`config.mk`:
```
export PLATFORM = sky130hd
export DESIGN_NAME = pfgen_stride
export DESIGN_NICKNAME = d
export VERILOG_FILES = /design/src/rtl/pfgen_stride.sv
export SDC_FILE = /design/constraint.sdc
export NUM_CORES = 2
export LEC_CHECK = 0
export ABC_AREA = 1
export ABC_CLOCK_PERIOD_IN_PS = 7900
export BUFFER_PORTS_ARGS = -buffer_cell sky130_fd_sc_hd__clkbuf_2
export CAP_MARGIN = 5
export CORE_MARGIN = 1.5
export CORE_UTILIZATION = 40
export CTS_CLUSTER_SIZE = 16
export DETAILED_ROUTE_END_ITERATION = 7
export GPL_TIMING_DRIVEN = 1
export PLACE_DENSITY_LB_ADDON = 0.08
export SLEW_MARGIN = 20
export SYNTH_ARGS = -nofsm -noshare
export SYNTH_HDL_FRONTEND = slang
export SYNTH_SLANG_ARGS = --single-unit
```
`constraint.sdc`:
```
create_clock -name clk -period 7.9 [get_ports clk]
set_input_delay 0.79 -clock clk [delete_from_list [all_inputs] [get_ports clk]]
set_output_delay 0.79 -clock clk [all_outputs]
set_load 0.01 [all_outputs]
```
`src/rtl/pfgen_stride.sv`:
```
// Per-PC stride detector: learns a cache-line delta per PC signature and
// queues delta/weight prefetch ops for the prefetch engine.
module pfgen_stride #(
    parameter int unsigned ENTRIES   = 8,
    parameter int unsigned LADDR_W   = 39,
    parameter int unsigned SPTBR_W   = 38,
    parameter int unsigned PCSIGN_W  = 13,
    parameter int unsigned DELTA_W   = 8,
    parameter int unsigned WEIGHT_W  = 4,
    parameter int unsigned LINE_BITS = 6,
    parameter int unsigned THRESH    = 2
) (
    input  logic                clk,
    input  logic                reset,

    input  logic                coretopfg_req_valid,
    output logic                coretopfg_req_retry,
    input  logic [PCSIGN_W-1:0] coretopfg_req_pcsign,
    input  logic [LADDR_W-1:0]  coretopfg_req_laddr,
    input  logic [SPTBR_W-1:0]  coretopfg_req_sptbr,

    output logic                pfgtopfe_op_valid,
    input  logic                pfgtopfe_op_retry,
    output logic [DELTA_W-1:0]  pfgtopfe_op_d,
    output logic [WEIGHT_W-1:0] pfgtopfe_op_w,
    output logic [PCSIGN_W-1:0] pfgtopfe_op_pcsign,
    output logic [LADDR_W-1:0]  pfgtopfe_op_laddr,
    output logic [SPTBR_W-1:0]  pfgtopfe_op_sptbr
);

    localparam int unsigned LINE_W  = LADDR_W - LINE_BITS;
    localparam int unsigned IDX_W   = (ENTRIES > 1) ? $clog2(ENTRIES) : 1;
    localparam int unsigned RANGE_W = LINE_W - DELTA_W + 1;

    // Stride table state
    logic                v_q     [ENTRIES];
    logic                v_d     [ENTRIES];
    logic [PCSIGN_W-1:0] pc_q    [ENTRIES];
    logic [PCSIGN_W-1:0] pc_d    [ENTRIES];
    logic [SPTBR_W-1:0]  sp_q    [ENTRIES];
    logic [SPTBR_W-1:0]  sp_d    [ENTRIES];
    logic [LINE_W-1:0]   line_q  [ENTRIES];
    logic [LINE_W-1:0]   line_d  [ENTRIES];
    logic [DELTA_W-1:0]  delta_q [ENTRIES];
    logic [DELTA_W-1:0]  delta_d [ENTRIES];
    logic [WEIGHT_W-1:0] conf_q  [ENTRIES];
    logic [WEIGHT_W-1:0] conf_d  [ENTRIES];
    logic [IDX_W-1:0]    rr_q;
    logic [IDX_W-1:0]    rr_d;

    // Output FIFO state; slot 0 is the head presented to the engine
    logic [DELTA_W-1:0]  fd_q  [2];
    logic [DELTA_W-1:0]  fd_d  [2];
    logic [WEIGHT_W-1:0] fw_q  [2];
    logic [WEIGHT_W-1:0] fw_d  [2];
    logic [PCSIGN_W-1:0] fpc_q [2];
    logic [PCSIGN_W-1:0] fpc_d [2];
    logic [LADDR_W-1:0]  fla_q [2];
    logic [LADDR_W-1:0]  fla_d [2];
    logic [SPTBR_W-1:0]  fsp_q [2];
    logic [SPTBR_W-1:0]  fsp_d [2];
    logic [1:0]          cnt_q;
    logic [1:0]          cnt_d;
    logic                op_valid_q;
    logic                op_valid_d;
    logic                req_retry_q;
    logic                req_retry_d;

    // Per-access combinational signals
    logic                accept_c;
    logic                pop_c;
    logic                push_c;
    logic                hit_c;
    logic [IDX_W-1:0]    hit_idx_c;
    logic                free_found_c;
    logic [IDX_W-1:0]    free_idx_c;
    logic [LINE_W-1:0]   line_in_c;
    logic [LINE_W-1:0]   nd_c;
    logic [RANGE_W-1:0]  nd_hi_c;
    logic                nd_in_range_c;
    logic [DELTA_W-1:0]  nd_lo_c;
    logic [DELTA_W-1:0]  old_delta_c;
    logic [WEIGHT_W-1:0] old_conf_c;
    logic [DELTA_W-1:0]  new_delta_c;
    logic [WEIGHT_W-1:0] new_conf_c;
    logic                fifo_slot_c;

    assign accept_c  = coretopfg_req_valid && !req_retry_q;
    assign pop_c     = op_valid_q && !pfgtopfe_op_retry;
    assign line_in_c = coretopfg_req_laddr[LADDR_W-1:LINE_BITS];

    // Associative lookup on {pcsign, sptbr}
    always_comb begin
        hit_c     = 1'b0;
        hit_idx_c = '0;
        for (int i = 0; i < int'(ENTRIES); i++) begin
            if (v_q[i] && (pc_q[i] == coretopfg_req_pcsign) &&
                (sp_q[i] == coretopfg_req_sptbr)) begin
                hit_c     = 1'b1;
                hit_idx_c = IDX_W'(i);
            end
        end
    end

    // Lowest-index invalid entry, scanned high to low so the lowest wins
    always_comb begin
        free_found_c = 1'b0;
        free_idx_c   = '0;
        for (int i = int'(ENTRIES) - 1; i >= 0; i--) begin
            if (!v_q[i]) begin
                free_found_c = 1'b1;
                free_idx_c   = IDX_W'(i);
            end
        end
    end

    // Stride/confidence update for the hit entry
    always_comb begin
        old_delta_c   = delta_q[hit_idx_c];
        old_conf_c    = conf_q[hit_idx_c];
        nd_c          = line_in_c - line_q[hit_idx_c];
        nd_hi_c       = nd_c[LINE_W-1:DELTA_W-1];
        nd_in_range_c = (&nd_hi_c) || !(|nd_hi_c);
        nd_lo_c       = nd_c[DELTA_W-1:0];
        new_delta_c   = old_delta_c;
        new_conf_c    = old_conf_c;
        if (nd_in_range_c && (nd_lo_c != '0) && (nd_lo_c == old_delta_c)) begin
            if (old_conf_c != {WEIGHT_W{1'b1}}) begin
                new_conf_c = old_conf_c + WEIGHT_W'(1);
            end
        end else if (old_conf_c != '0) begin
            new_conf_c = old_conf_c - WEIGHT_W'(1);
        end else begin
            new_delta_c = nd_in_range_c ? nd_lo_c : '0;
        end
        push_c = accept_c && hit_c && (new_conf_c >= WEIGHT_W'(THRESH)) &&
                 (new_delta_c != '0);
    end

    // Table next state: update on hit, allocate victim on miss
    always_comb begin
        v_d     = v_q;
        pc_d    = pc_q;
        sp_d    = sp_q;
        line_d  = line_q;
        delta_d = delta_q;
        conf_d  = conf_q;
        rr_d    = rr_q;
        if (accept_c) begin
            if (hit_c) begin
                line_d[hit_idx_c]  = line_in_c;
                delta_d[hit_idx_c] = new_delta_c;
                conf_d[hit_idx_c]  = new_conf_c;
            end else if (free_found_c) begin
                v_d[free_idx_c]     = 1'b1;
                pc_d[free_idx_c]    = coretopfg_req_pcsign;
                sp_d[free_idx_c]    = coretopfg_req_sptbr;
                line_d[free_idx_c]  = line_in_c;
                delta_d[free_idx_c] = '0;
                conf_d[free_idx_c]  = '0;
            end else begin
                v_d[rr_q]     = 1'b1;
                pc_d[rr_q]    = coretopfg_req_pcsign;
                sp_d[rr_q]    = coretopfg_req_sptbr;
                line_d[rr_q]  = line_in_c;
                delta_d[rr_q] = '0;
                conf_d[rr_q]  = '0;
                rr_d = (rr_q == IDX_W'(ENTRIES - 1)) ? '0 : rr_q + IDX_W'(1);
            end
        end
    end

    // Output FIFO next state: pop shifts slot 1 to head, push fills next free slot
    always_comb begin
        fd_d        = fd_q;
        fw_d        = fw_q;
        fpc_d       = fpc_q;
        fla_d       = fla_q;
        fsp_d       = fsp_q;
        cnt_d       = cnt_q;
        fifo_slot_c = 1'b0;
        if (pop_c) begin
            fd_d[0]  = fd_q[1];
            fw_d[0]  = fw_q[1];
            fpc_d[0] = fpc_q[1];
            fla_d[0] = fla_q[1];
            fsp_d[0] = fsp_q[1];
            cnt_d    = cnt_q - 2'd1;
        end
        if (push_c) begin
            fifo_slot_c        = (cnt_d != 2'd0);
            fd_d[fifo_slot_c]  = new_delta_c;
            fw_d[fifo_slot_c]  = new_conf_c;
            fpc_d[fifo_slot_c] = coretopfg_req_pcsign;
            fla_d[fifo_slot_c] = coretopfg_req_laddr;
            fsp_d[fifo_slot_c] = coretopfg_req_sptbr;
            cnt_d              = cnt_d + 2'd1;
        end
        op_valid_d  = (cnt_d != 2'd0);
        req_retry_d = (cnt_d == 2'd2);
    end

    // State registers with synchronous active-low reset
    always_ff @(posedge clk) begin
        if (!reset) begin
            for (int i = 0; i < int'(ENTRIES); i++) begin
                v_q[i]     <= 1'b0;
                pc_q[i]    <= '0;
                sp_q[i]    <= '0;
                line_q[i]  <= '0;
                delta_q[i] <= '0;
                conf_q[i]  <= '0;
            end
            for (int j = 0; j < 2; j++) begin
                fd_q[j]  <= '0;
                fw_q[j]  <= '0;
                fpc_q[j] <= '0;
                fla_q[j] <= '0;
                fsp_q[j] <= '0;
            end
            rr_q        <= '0;
            cnt_q       <= 2'd0;
            op_valid_q  <= 1'b0;
            req_retry_q <= 1'b0;
        end else begin
            v_q         <= v_d;
            pc_q        <= pc_d;
            sp_q        <= sp_d;
            line_q      <= line_d;
            delta_q     <= delta_d;
            conf_q      <= conf_d;
            fd_q        <= fd_d;
            fw_q        <= fw_d;
            fpc_q       <= fpc_d;
            fla_q       <= fla_d;
            fsp_q       <= fsp_d;
            rr_q        <= rr_d;
            cnt_q       <= cnt_d;
            op_valid_q  <= op_valid_d;
            req_retry_q <= req_retry_d;
        end
    end

    assign coretopfg_req_retry = req_retry_q;
    assign pfgtopfe_op_valid   = op_valid_q;
    assign pfgtopfe_op_d       = fd_q[0];
    assign pfgtopfe_op_w       = fw_q[0];
    assign pfgtopfe_op_pcsign  = fpc_q[0];
    assign pfgtopfe_op_laddr   = fla_q[0];
    assign pfgtopfe_op_sptbr   = fsp_q[0];

endmodule

```
* Word-level counts from Yosys, hierarchy flattened
Cells that the tools add are included.
** Cells by class
- $lt $le $gt $ge :: 9
- Eq/ne operators :: 20
- $add $sub $neg :: 6
- Bitwise logic cells :: 16
- Reduce and logical (&&, ||, !) cells :: 40
- Mux-type cells :: 122
** Operator list (number)
- $bwmux W264 :: 3
- $bwmux W304 :: 2
- $mux W264 :: 2
- $eq A38 B38 Y1 :: 8
- $mux W304 :: 1
- $demux W33 S3 :: 3
- $demux W38 S3 :: 2
- $bwmux W104 :: 2
- $mux W33 :: 5
- $mux W38 :: 4
- $and A64 B64 Y64 :: 2
- $mux W64 :: 2
- $not A64 Y64 :: 2
- $eq A13 B13 Y1 :: 8
- $mux W104 :: 1
- $bmux W33 S3 :: 1
- $mux W8 :: 12
- $bwmux W78 :: 1
- $demux W13 S3 :: 2
- $mux W39 :: 2
- $mux W78 :: 1
- $bwmux W76 :: 1
- $mux W76 :: 1
- $demux W8 S3 :: 3
- 53 further kinds :: 142
** Word-level totals
- Output and inout bits :: 104
- Register bits after elaboration :: 987
- Input bits :: 94
- Word-level logic and storage cells :: 275

* Depth between registers and ports, before layout
- Depth after elaboration :: 26
- Gate-level depth with buffers :: 54
- Mapped depth without buffers :: 50

* Worst setup path before layout
No wires, ideal clock.
- Path kind :: in2reg
- Start point :: input coretopfg_req_sptbr[11]
- End point :: register fpc_q, in the netlist pfgtopfe_op_pcsign[10]
- Setup slack :: 1.192 ns
- Buffers on the path :: 6
- Data arrival time :: 6.595 ns
- Data required time :: 7.787 ns
- Setup time :: 0.113 ns
- Stages :: 49
- Path through :: buf_2 inv_2 buf_4 nor2_1 nor3_1 nand2_1 nor2_1 nand2_1 nor2_1 nand2_1 nand2_1 inv_2 nand2_2 nor2_2 nand3_4 clkbuf_1 clkbuf_1 o22ai_1 (+13 left out) nor2_1 nand4_1 nand3_1 nand2_1 inv_2 nand2_4 nand2_4 nand2_1 nand2_1 nand2_1 nor2_1 nand2_2 nand3_2 buf_4 buf_4 nand2_1 nand2_1 nor2_1
** On the way
- Word-level cells in the longest chain between the ends :: 24
- Elaborated cells between the ends (all ways) :: 66
- Those cells by class :: add/sub (3); order compare (1); eq/ne (10); mux (31); bitwise (1); reduce/logical (20)
** Ends and longest elaborated chain
- start: declaration :: line 20 : input logic [SPTBR_W-1:0] coretopfg_req_sptbr,
- $eq A38 B38 Y1 :: line 98 : (sp_q[i] == coretopfg_req_sptbr)) begin
- $logic_and A1 B1 Y1 :: line 97 : if (v_q[i] && (pc_q[i] == coretopfg_req_pcsign) &&
- $mux W1 :: line 97
- $mux W3 (6 in series) :: line 97
- $not A3 Y4 (implied by the code) :: line 119, 120, 121
- $bmux W33 S3 :: line 121 : nd_c = line_in_c - line_q[hit_idx_c];
- $mux W33 (implied by the code) (2 in series) :: line 121
- $sub A33 B33 Y33 :: line 121
- $reduce_or A26 Y1 :: line 123 : nd_in_range_c = (&nd_hi_c) || !(|nd_hi_c);
- $logic_not A1 Y1 :: line 123
- $logic_or A1 B1 Y1 :: line 123
- $logic_and A1 B1 Y1 (2 in series) :: line 127 : if (nd_in_range_c && (nd_lo_c != '0) && (nd_lo_c == old_delta_c)) begin
- $mux W4 :: line 127
- $ge A4 B2 Y1 :: line 136 : push_c = accept_c && hit_c && (new_conf_c >= WEIGHT_W'(THRESH)) &&
- $logic_and A1 B1 Y1 :: line 136
- $logic_and A1 B1 Y1 * :: line 136
- $mux W26 * :: line 190 : if (push_c) begin
- end signal: assignment :: line 234 : fpc_q <= fpc_d;
- end: declaration :: line 56 : logic [PCSIGN_W-1:0] fpc_q [2];
Every way passes the cells marked *; elsewhere a longest branch is shown, timed or not. The select of a mux whose other input is x is not followed.
A chain may end at the register's enable or synchronous reset.

* Worst setup path after layout
- Start point :: input coretopfg_req_sptbr[26]
- End point :: register fsp_q, in the netlist pfgtopfe_op_sptbr[31]
** On the way
- Word-level cells in the longest chain between the ends :: 24
- Elaborated cells between the ends (all ways) :: 66
- Those cells by class :: add/sub (3); order compare (1); eq/ne (10); mux (31); bitwise (1); reduce/logical (20)
** Ends and longest elaborated chain
- $eq A38 B38 Y1 :: line 98
- $logic_and A1 B1 Y1 :: line 97
- $mux W1 :: line 97
- $mux W3 (6 in series) :: line 97
- $not A3 Y4 (implied by the code) :: line 119, 120, 121
- $bmux W33 S3 :: line 121
- $mux W33 (implied by the code) (2 in series) :: line 121
- $sub A33 B33 Y33 :: line 121
- $reduce_or A26 Y1 :: line 123
- $logic_not A1 Y1 :: line 123
- $logic_or A1 B1 Y1 :: line 123
- $logic_and A1 B1 Y1 (2 in series) :: line 127
- $mux W4 :: line 127
- $ge A4 B2 Y1 :: line 136
- $logic_and A1 B1 Y1 :: line 136
- $logic_and A1 B1 Y1 * :: line 136
- $mux W76 * :: line 190
- end signal: assignment :: line 236 : fsp_q <= fsp_d;
- end: declaration :: line 60 : logic [SPTBR_W-1:0] fsp_q [2];
Marks and branches as above.

==> impl_metrics.json <==
{
  "numPlacedInstances": 9404,
  "first_global_vias": 47400,
  "clkLatencyLatePin_ns": 0.76,
  "cts_max_path_buffers": 3,
  "status": "complete, no violations",
  "synthArstFlopShare_pct": 0,
  "clk_transition_reported_paths_ns": 0.06,
  "wire_length_of_the_first_global_routing_pass_um": 321000,
  "firstDrtPassIters": 6,
  "power_leakage_nw": 26.3,
  "critical_path.most_common_cell": "sky130_fd_sc_hd__nand2_1",
  "final_critical_path_setup_slack_ns": 0.418,
  "dominantRegCellSynth": "sky130_fd_sc_hd__dfxtp_1",
  "rsz0062_at_grt": "false",
  "finalCriticalPeriod_ns": 7.48,
  "remaining_drc_errors": 0,
  "reg2reg_slack_ns": 0.47,
  "cts_setup_buffers": 0,
  "cts_htree_levels": 3,
  "powerDensity_nw_per_um2": 214,
  "dp.final_hpwl_um": 164000,
  "drive_above_1_share_pct": 15.0,
  "worstSetupPathType": "in2reg",
  "hp-class": "in2reg",
  "crit_start": "coretopfg_req_sptbr[26]",
  "regToRegEndpoint": "pfgtopfe_op_sptbr[31]",
  "synth-seq-area-share_pct": 39.4,
  "post_synth_inst_count": 7499,
  "area_growth_pct": 20.0,
  "syn_area_per_cell_um2": 6.69,
  "period_share_pct": 94.7,
  "timing.critical_path.arrival_ns": 8.14,
  "dpl_worst_slack_ns": -0.298,
  "netlist_area_um2": 50200,
  "timing.critical_path.to_type": "flip-flop",
  "die_area_um2": 128000,
  "cts_tree": "done",
  "floorplan.die.height_um": 357,
  "crit_path_max_fanout": 17,
  "routed_wl_um": 222000,
  "grtUsageTotal_pct": 34.0,
  "syn_nets": 7632,
  "critical_path_required_ns": 8.56,
  "grt_overflow_total": 0,
  "port_buffers": 197,
  "grt_start_max_net_pins": 225,
  "final_hold_viol_count": 0,
  "worst_slew_pin_slew_ns": 1.12,
  "io-pin-count": 198,
  "final-instance-count-excl-fill": 9613,
  "timing.max_slew.rel_slack_pct": 25.0,
  "n_fill_cell": 12700,
  "fp-row-count": 129,
  "worstSetupStartpointType": "input port",
  "yosys_warnings": 0,
  "cts.hold.buffers_added": 0,
  "number_of_routed_nets_with_antenna_violations": 0,
  "fmax_ghz": 0.134,
  "clk_root_buffer_cell": "sky130_fd_sc_hd__clkbuf_16",
  "core_region_area_um2": 124000,
  "vias_per_cell": 5.39,
  "total_via_count_after_detailed_routing": 51800,
  "max_stage_delay_ns": 0.35,
  "timing.rr.start": "pc_q[54]",
  "ir_drop_v": 0.000214,
  "cts.sinks": 987,
  "die-width_um": 357,
  "routedWlPerCell_um": 23.1,
  "worst_r2r_path_depth": 47,
  "initial_utilization_pct": 40.4,
  "hold_critical_path_depth": 3,
  "gpl.final_weighted_congestion": 1.00,
  "synthDistinctLibCells": 66,
  "drv_cap": 0,
  "timing.final.setup_violations": 0,
  "slew_violations": 0,
  "antenna_found_initial": 15,
  "synth_edf_count": 0,
  "cts_inserted_buffers": 113,
  "clock_skew_ns": 0.0409,
  "timing.critical_path.slowest_stage_cell": "sky130_fd_sc_hd__ha_1",
  "crit_path_end": "pfgtopfe_op_sptbr[31]",
  "ys_seq_elements": 987,
  "drtIter0Drc": 5810,
  "post_layout_net_count": 8015
}
==> area by class of cell <==
cell class	instances	area, um2	share of cell area, %
Timing Repair Buffer	881	7040	11.7
Inverter	754	2840	4.71
Multi-Input combinational cell	5145	24700	41.0
Antenna cell	4	10.0	0.0166
Clock inverter	37	528	0.877
Tap cell	1637	2050	3.40
Sequential cell	987	19800	32.8
Clock buffer	168	3290	5.47
==> synth_stat cells, types with 7 or more instances <==
cell type	number	area, um2
sky130_fd_sc_hd__a2111oi_0	13	114
sky130_fd_sc_hd__a211oi_1	35	263
sky130_fd_sc_hd__a21o_1	7	52.6
sky130_fd_sc_hd__a21oi_1	749	3750
sky130_fd_sc_hd__a221oi_1	33	289
sky130_fd_sc_hd__a22oi_1	11	82.6
sky130_fd_sc_hd__buf_1	31	116
sky130_fd_sc_hd__buf_2	93	465
sky130_fd_sc_hd__buf_4	143	1070
sky130_fd_sc_hd__buf_6	9	101
sky130_fd_sc_hd__clkbuf_1	336	1260
sky130_fd_sc_hd__clkinv_1	17	63.8
sky130_fd_sc_hd__dfxtp_1	987	19800
sky130_fd_sc_hd__ha_1	38	475
sky130_fd_sc_hd__inv_1	701	2630
sky130_fd_sc_hd__inv_2	36	135
sky130_fd_sc_hd__nand2_1	1667	6260
sky130_fd_sc_hd__nand2_2	7	43.8
sky130_fd_sc_hd__nand3_1	137	686
sky130_fd_sc_hd__nand3b_1	15	113
sky130_fd_sc_hd__nand4_1	125	782
sky130_fd_sc_hd__nor2_1	925	3470
sky130_fd_sc_hd__nor3_1	82	410
sky130_fd_sc_hd__nor3b_1	10	75.1
sky130_fd_sc_hd__nor4_1	37	231
sky130_fd_sc_hd__o2111ai_1	23	201
sky130_fd_sc_hd__o211ai_1	12	90.1
sky130_fd_sc_hd__o21ai_0	843	4220
sky130_fd_sc_hd__o21bai_1	8	60.1
sky130_fd_sc_hd__o221ai_1	25	219
sky130_fd_sc_hd__o22ai_1	77	482
sky130_fd_sc_hd__or2_2	53	332
sky130_fd_sc_hd__or4_1	9	67.6
sky130_fd_sc_hd__xnor2_1	67	587
sky130_fd_sc_hd__xor2_1	66	578
==> registers in the layout, indices dropped and copies added, names as in the netlist, 4 cells and up <==
signal,count
sp_q,304
fpc_q,13
pfgtopfe_op_w,4
fw_q,4
v_q,8
line_q,264
fla_q,39
pfgtopfe_op_pcsign,13
fd_q,8
conf_q,32
pfgtopfe_op_laddr,39
pfgtopfe_op_d,8
delta_q,64
pc_q,104
fsp_q,38
pfgtopfe_op_sptbr,38
==> cells by family (layout without fill, tap and decap cells) <==
logic type	after synthesis	in the layout	synth area share (%)
other	0	4	0
flip-flops	987	987	39.4
AO/OA/AOI/OAI	1876	1876	20.2
AND/OR/NAND/NOR	3097	3097	25.4
adder cells (fa/ha/maj)	39	39	0.988
XOR/XNOR	133	133	2.32
buffers and inverters	1367	1840	11.7
==> stage by stage <==
stage | instance area (um2) | power, mW | util (%) | hold slack (ns) | setup TNS, ns
floorplan | 50200 | 6.49 | - | 0.421 | 0
finish | 60200 | 12.9 | 48.5 | 0.284 | 0
CTS | 60200 | 12.9 | 48.5 | 0.233 | 0
detailed placement | 56400 | 7.48 | 45.4 | 0.437 | -48.91
global placement | 56300 | 7.49 | 45.4 | 0.430 | -35.47
global route | 60200 | 13.3 | 48.5 | 0.257 | 0
==> worst min path at each step <==
stage | from | to | slack (ns)
after floorplan | line_q[250] | line_q[250] | 0.42
after global placement | line_q[251] | line_q[251] | 0.43
after detailed placement | line_q[255] | line_q[255] | 0.44
after CTS | coretopfg_req_laddr[0] | pfgtopfe_op_laddr[0] | 0.23
after global routing | coretopfg_req_laddr[3] | fla_q[3] | 0.26
final | coretopfg_req_laddr[4] | pfgtopfe_op_laddr[4] | 0.28
==> critical path, delay by kind of cell <==
family,cells,cell delay (ns)
AO/OA/AOI/OAI,5,0.73
XOR/XNOR,1,0.30
adder cells (fa/ha/maj),1,0.35
buffers and inverters,10,1.75
AND/OR/NAND/NOR,33,4.11
==> power by group <==
| part | leakage, nW | switching [mW] | internal (mW) | total [mW] |
|---|---|---|---|---|
| clock network | 1.86 | 2.32 | 3.15 | 5.47 |
| logic | 16.5 | 1.38 | 0.800 | 2.18 |
| registers | 7.99 | 0.0924 | 5.14 | 5.23 |
==> timing repair <==
| item | CTS | global route |
|---|---|---|
| hold endpoints to repair | 0 | 0 |
| setup endpoints to repair | 0 | 207 |
| gates resized for setup | 0 | 7 |
==> cell usage in the layout (no fill, tap or decap), drive strengths merged, types with 9 or more instances in the layout <==
| cell type | instances |
|---|---|
| a221oi | 33 |
| nand3 | 140 |
| o2111ai | 23 |
| o221ai | 25 |
| nor3 | 83 |
| o211ai | 13 |
| nor2 | 930 |
| a21oi | 753 |
| dfxtp | 987 |
| inv | 740 |
| or4 | 9 |
| clkbuf | 364 |
| o21ai | 849 |
| a22oi | 11 |
| xor2 | 66 |
| clkinv | 38 |
| or2 | 58 |
| nand2 | 1678 |
| a2111oi | 13 |
| nor3b | 10 |
| xnor2 | 67 |
| nand4 | 125 |
| buf | 685 |
| nand3b | 15 |
| ha | 38 |
| nor4 | 37 |
| a211oi | 35 |
| o22ai | 77 |
==> metal layers <==
metal  vias up  track usage, %  part of all wire (%)
li1      25100               -                     -
met1     24400            50.6                    47
met2      1991            49.7                    41
met3       325            5.68                   8.6
met4         2            10.4                   3.1
met5         -               0                0.0059
Note: power is estimated with default switching activity, not from simulation.
